File: config.mk
export PLATFORM = sky130hd
export DESIGN_NAME = instr_encoder_loader
export DESIGN_NICKNAME = d
export VERILOG_FILES = /design/src/rtl/instr_encoder_loader.sv
export SDC_FILE = /design/constraint.sdc
export NUM_CORES = 1
export LEC_CHECK = 0
export CORE_AREA = 2 2 70 85
export DETAILED_ROUTE_END_ITERATION = 16
export DIE_AREA = 0 0 72 87
export PLACE_DENSITY = 0.87
export REMOVE_ABC_BUFFERS = 1
export SETUP_SLACK_MARGIN = 0.5
export SLEW_MARGIN = 30
export SYNTH_ARGS = -nofsm -noshare
export SYNTH_HDL_FRONTEND = slang
export SYNTH_SLANG_ARGS = --single-unit
File: constraint.sdc
create_clock -name CLK -period 2.37 [get_ports CLK]
set_input_delay 0.237 -clock CLK [delete_from_list [all_inputs] [get_ports CLK]]
set_output_delay 0.237 -clock CLK [all_outputs]
set_load 0.02 [all_outputs]
File: src/rtl/instr_encoder_loader.sv
// Encodes instruction descriptors into RV32I words and writes them sequentially
// into instruction memory while holding the core in reset.
module instr_encoder_loader #(
    parameter int unsigned ADDR_W     = 6,
    parameter int unsigned START_ADDR = 0
) (
    input  logic              CLK,
    input  logic              RST,
    input  logic              start,
    input  logic              in_valid,
    output logic              in_ready,
    input  logic [2:0]        in_class,
    input  logic [4:0]        in_rd,
    input  logic [4:0]        in_rs1,
    input  logic [4:0]        in_rs2,
    input  logic [2:0]        in_funct3,
    input  logic              in_f7b5,
    input  logic [12:0]       in_imm,
    input  logic              in_last,
    output logic              imem_we,
    output logic [ADDR_W-1:0] imem_addr,
    output logic [31:0]       imem_wdata,
    output logic              core_hold_n,
    output logic              done,
    output logic              err,
    output logic [ADDR_W:0]   count
);

    typedef enum logic [2:0] {StIdle, StAccept, StWrite, StDone, StErr} state_e;

    localparam logic [ADDR_W-1:0] StartAddr = ADDR_W'(START_ADDR);
    localparam logic [ADDR_W:0]   Capacity  = {1'b1, {ADDR_W{1'b0}}};

    state_e              state_q, state_d;
    logic [ADDR_W-1:0]   addr_q;
    logic [ADDR_W:0]     count_q;
    logic [31:0]         word_q;
    logic                last_q;
    logic [31:0]         enc_word;
    logic                enc_legal;
    logic                start_ok;
    logic                accept;

    always_comb begin
        enc_word  = '0;
        enc_legal = 1'b1;
        case (in_class)
            3'd0: enc_word = {in_imm[11:0], in_rs1, in_funct3, in_rd, 7'b0000011};
            3'd1: enc_word = {in_imm[11:5], in_rs2, in_rs1, in_funct3, in_imm[4:0], 7'b0100011};
            3'd2: enc_word = {1'b0, in_f7b5, 5'b00000, in_rs2, in_rs1, in_funct3, in_rd,
                              7'b0110011};
            3'd3: enc_word = {in_imm[11:0], in_rs1, in_funct3, in_rd, 7'b0010011};
            3'd4: begin
                enc_word  = {in_imm[12], in_imm[10:5], in_rs2, in_rs1, in_funct3, in_imm[4:1],
                             in_imm[11], 7'b1100011};
                // Branch offsets are halfword aligned; an odd offset cannot be encoded.
                enc_legal = ~in_imm[0];
            end
            default: enc_legal = 1'b0;
        endcase
    end

    assign start_ok = start && (state_q == StIdle || state_q == StDone || state_q == StErr);
    assign accept   = in_valid && in_ready;

    always_ff @(posedge CLK or negedge RST) begin
        if (!RST) begin
            state_q <= StIdle;
        end else begin
            state_q <= state_d;
        end
    end

    always_comb begin
        state_d = state_q;
        case (state_q)
            StIdle, StDone, StErr: if (start) state_d = StAccept;
            StAccept: begin
                if (count_q == Capacity) begin
                    state_d = StErr;
                end else if (in_valid) begin
                    state_d = enc_legal ? StWrite : StErr;
                end
            end
            StWrite: state_d = last_q ? StDone : StAccept;
            default: state_d = StIdle;
        endcase
    end

    always_ff @(posedge CLK or negedge RST) begin
        if (!RST) begin
            addr_q  <= StartAddr;
            count_q <= '0;
            word_q  <= '0;
            last_q  <= 1'b0;
        end else begin
            if (start_ok) begin
                addr_q  <= StartAddr;
                count_q <= '0;
            end
            if (accept && enc_legal) begin
                word_q <= enc_word;
                last_q <= in_last;
            end
            if (state_q == StWrite) begin
                addr_q  <= addr_q + ADDR_W'(1);
                count_q <= count_q + (ADDR_W + 1)'(1);
            end
        end
    end

    always_comb begin
        // Memory full blocks the handshake so the ERR transition cannot race a write.
        in_ready    = (state_q == StAccept) && (count_q != Capacity);
        imem_we     = (state_q == StWrite);
        done        = (state_q == StDone);
        err         = (state_q == StErr);
        core_hold_n = !(state_q == StAccept || state_q == StWrite || state_q == StErr);
    end

    assign imem_addr  = addr_q;
    assign imem_wdata = word_q;
    assign count      = count_q;

endmodule

==> run summary <==
dpl hpwl -> 4.18 mm
r2r endpoint -> imem_wdata[24]
Mapped Cells -> 222
gpl congestion -> 0.804
Cell Int Power -> 0.00240 W
Synth-to-Final Area Change -> 50.0%
FF-to-FF path depth -> 7
via count -> 1,998
min Tclk post-route -> 1.81 ns
period utilisation layout -> 76.4%
CTS clk-pin slew, worst paths -> 0.09 ns
initial antenna violation count -> 0
GR Overflow Total -> 0
Critical Path End Type -> flip-flop
sw power -> 0.00142 W
max_slew headroom -> 53.5%
Synth Cell Area -> 2360 um^2
DRC errors left -> 0
status -> finished, final reports clean
Comb pwr share -> 50.3%
Initial Util -> 42.7%
die area -> 6260 um^2
Area contributors post-synth -> dfrtp_1 (49%), mux2_2 (11%), mux2i_1 (5.1%), o21ai_0 (3.8%), nand2_1 (3.8%)
vias in the first global route -> 1,928
max-cap viol count -> 0
crit path launch type -> flip-flop
largest net degree at the start of global routing -> 27
register area share after synthesis -> 48.9%
critical path type -> flip-flop to flip-flop
Setup Total Neg Slack -> 0 ns
# clock sinks -> 46
top-count cell post-synth -> dfrtp_1
Pwr Density -> 1080 nW/um^2
Std-Cell Rows -> 30
Synth warnings -> 0
Crit Path Max Fanout -> 13
Synth area leader -> dfrtp_1
ys async rst share -> 100%
nets@finish -> 369
Avg Cell Area, Syn -> 10.6 um^2
routed len/inst -> 14.9 um
Post-synth EDFFs -> 0
switch share -> 37.2%
vias per cell -> 5.11
Critical R2R Launch -> count[0]
Final Max Tran Viols -> 0
Port Buffers -> 87
first-pass GRT wire length -> 9.13 mm
WP data arrival -> 2.00 ns
Inserted Clock Buffers -> 5
DIE HEIGHT -> 87 um
share of layout cells above drive strength 1 -> 20.8%
clock root cell -> clkbuf_8
number of diodes -> 0
#FFs+latches synth -> 46
IO Pins -> 90
setup slack, reg-to-reg -> 0.56 ns
CP endpoint -> imem_wdata[24]
synth cell count leaders -> dfrtp_1 (46), mux2_2 (24), nand2_1 (24), o21ai_0 (18), mux2i_1 (12)
GRT Overall Usage -> 18.6%
final WL -> 5.83 mm
htree depth -> 2
crit path from -> count[0]
RSZ-0062 raised after global routing -> false
post-route cell area -> 3530 um^2
# setup viols final -> 0
Detail Route Antenna Nets -> 0
main flop type after synthesis -> dfrtp_1
Cell variety after synth -> 39
Seq pwr share -> 34.3%
Longest Clk Path Bufs -> 2
initial drt markers -> 70
Core Region -> 5520 um^2
Die Width -> 72 um
dpl cell area -> 3260 um^2
Worst Clk Skew -> 0.00688 ns
first drt pass iteration count -> 4
Worst-Skew Late Latency -> 0.30 ns
Leak Pwr -> 1.56 nW
CTS tree -> yes
Slew @ Worst Pin -> 0.696 ns
fmax -> 552 MHz
Synth top area share -> 48.9%
HP Class -> primary input to async pin
Clock Power Share -> 15.4%
Peak VDD IR -> 551 uV
endpoints failing hold -> 0
CP Data Required Time -> 2.56 ns
==> kinds of logic (layout without fill, tap and decap cells) <==
kind of cell | Yosys count | count (layout) | synth area share [%]
compound gates | 42 | 42 | 11.0
buf+inv | 27 | 131 | 6.43
flops | 46 | 46 | 48.9
fa+ha+maj | 3 | 3 | 1.59
simple gates | 64 | 64 | 13.9
xor+xnor | 3 | 3 | 1.43
mux | 36 | 36 | 16.6
other cells | 1 | 2 | 0.159
==> per-stage QoR <==
stage / utilization, % / instances / hold WS, ns / power (W) / worst slack, ns
floorplan: - / 208 / -0.0586 / 0.00226 / 0.0466
global placement: 59.2 / 366 / 0.227 / 0.00313 / 0.290
detailed placement: 59.2 / 366 / 0.244 / 0.00319 / 0.192
CTS: 62.9 / 386 / 0.469 / 0.00378 / 0.500
global route: 64.1 / 391 / 0.485 / 0.00404 / 0.497
finish: 64.1 / 391 / 0.448 / 0.00382 / 0.559
==> cells in the final DEF (no fill, tap or decap), drive strengths merged, types with 2 or more instances in the layout <==
cell / count
nand3b: 2
and3: 3
a21o: 2
conb: 2
dfrtp: 46
nor2: 10
dlygate4sd2: 3
clkdlybuf4s50: 81
mux2i: 12
xnor2: 2
nand3: 7
nand2: 24
ha: 3
clkbuf: 7
buf: 23
nand2b: 5
a31oi: 2
a22o: 5
nor2b: 4
inv: 13
o21ai: 19
mux2: 24
nor3b: 2
o311ai: 2
a21oi: 7
nand4: 4
==> how the worst min path moves through the flow <==
stage	start	end	cells after the start
6_report	RST	count[6]	2
5_1_grt	RST	last_q	2
4_1_cts	RST	count[6]	2
3_5_place_dp	RST	imem_wdata[4]	1
3_3_place_gp	RST	imem_wdata[4]	1
2_1_floorplan	RST	count[0]	0
==> state kept, by name, summed over array words and instances, names as in the netlist <==
name,count
imem_addr,6
state_q,3
last_q,1
count,7
imem_wdata,29
==> power by group through the flow <==
| stage | registers, W | clock network, W | logic (W) |
|---|---|---|---|
| 2_1_floorplan | 0.00162 | 0 | 0.000648 |
| 3_3_place_gp | 0.00130 | 0 | 0.00183 |
| 3_5_place_dp | 0.00132 | 0 | 0.00187 |
| 4_1_cts | 0.00131 | 0.000607 | 0.00186 |
| 5_1_grt | 0.00136 | 0.000639 | 0.00205 |
| 6_report | 0.00131 | 0.000587 | 0.00192 |
==> critical path: stages, from the launching register on <==
cell and delay, ns:
dfrtp_1 0.40, inv_2 0.05, ha_1 0.20, nand4_1 0.15, nor3b_4 0.22, buf_6 0.15
clkbuf_16 0.17, mux2_2 0.34
==> repair_timing <==
item	4_1_cts	5_1_grt
hold endpoints to repair	22	0
setup buffers	11	4
cloned	0	1
gates resized for setup	10	8
endpoints found under the setup margin	25	24
pin swaps	0	0
hold buffers	1	0
==> metal layers <==
layer  part of all wire (%)  vias to the layer above  GRT usage, %
met4                    1.1                        0          5.15
met1                     42                      956          22.4
met2                     51                       63          33.4
li1                       -                      973             -
met3                    5.7                        6          3.82
met5                      0                        -             0
==> layout make-up <==
cell class | instances | area, um^2
well taps | 64 | 80.1
inverters | 12 | 45.0
flip-flops and latches | 46 | 1150
multi-input cells | 150 | 1070
fillers | 468 | 1980
clock buffers | 5 | 68.8
clock inverters | 3 | 43.8
repair buffers | 111 | 1070
(Power assumes the default switching activity.)
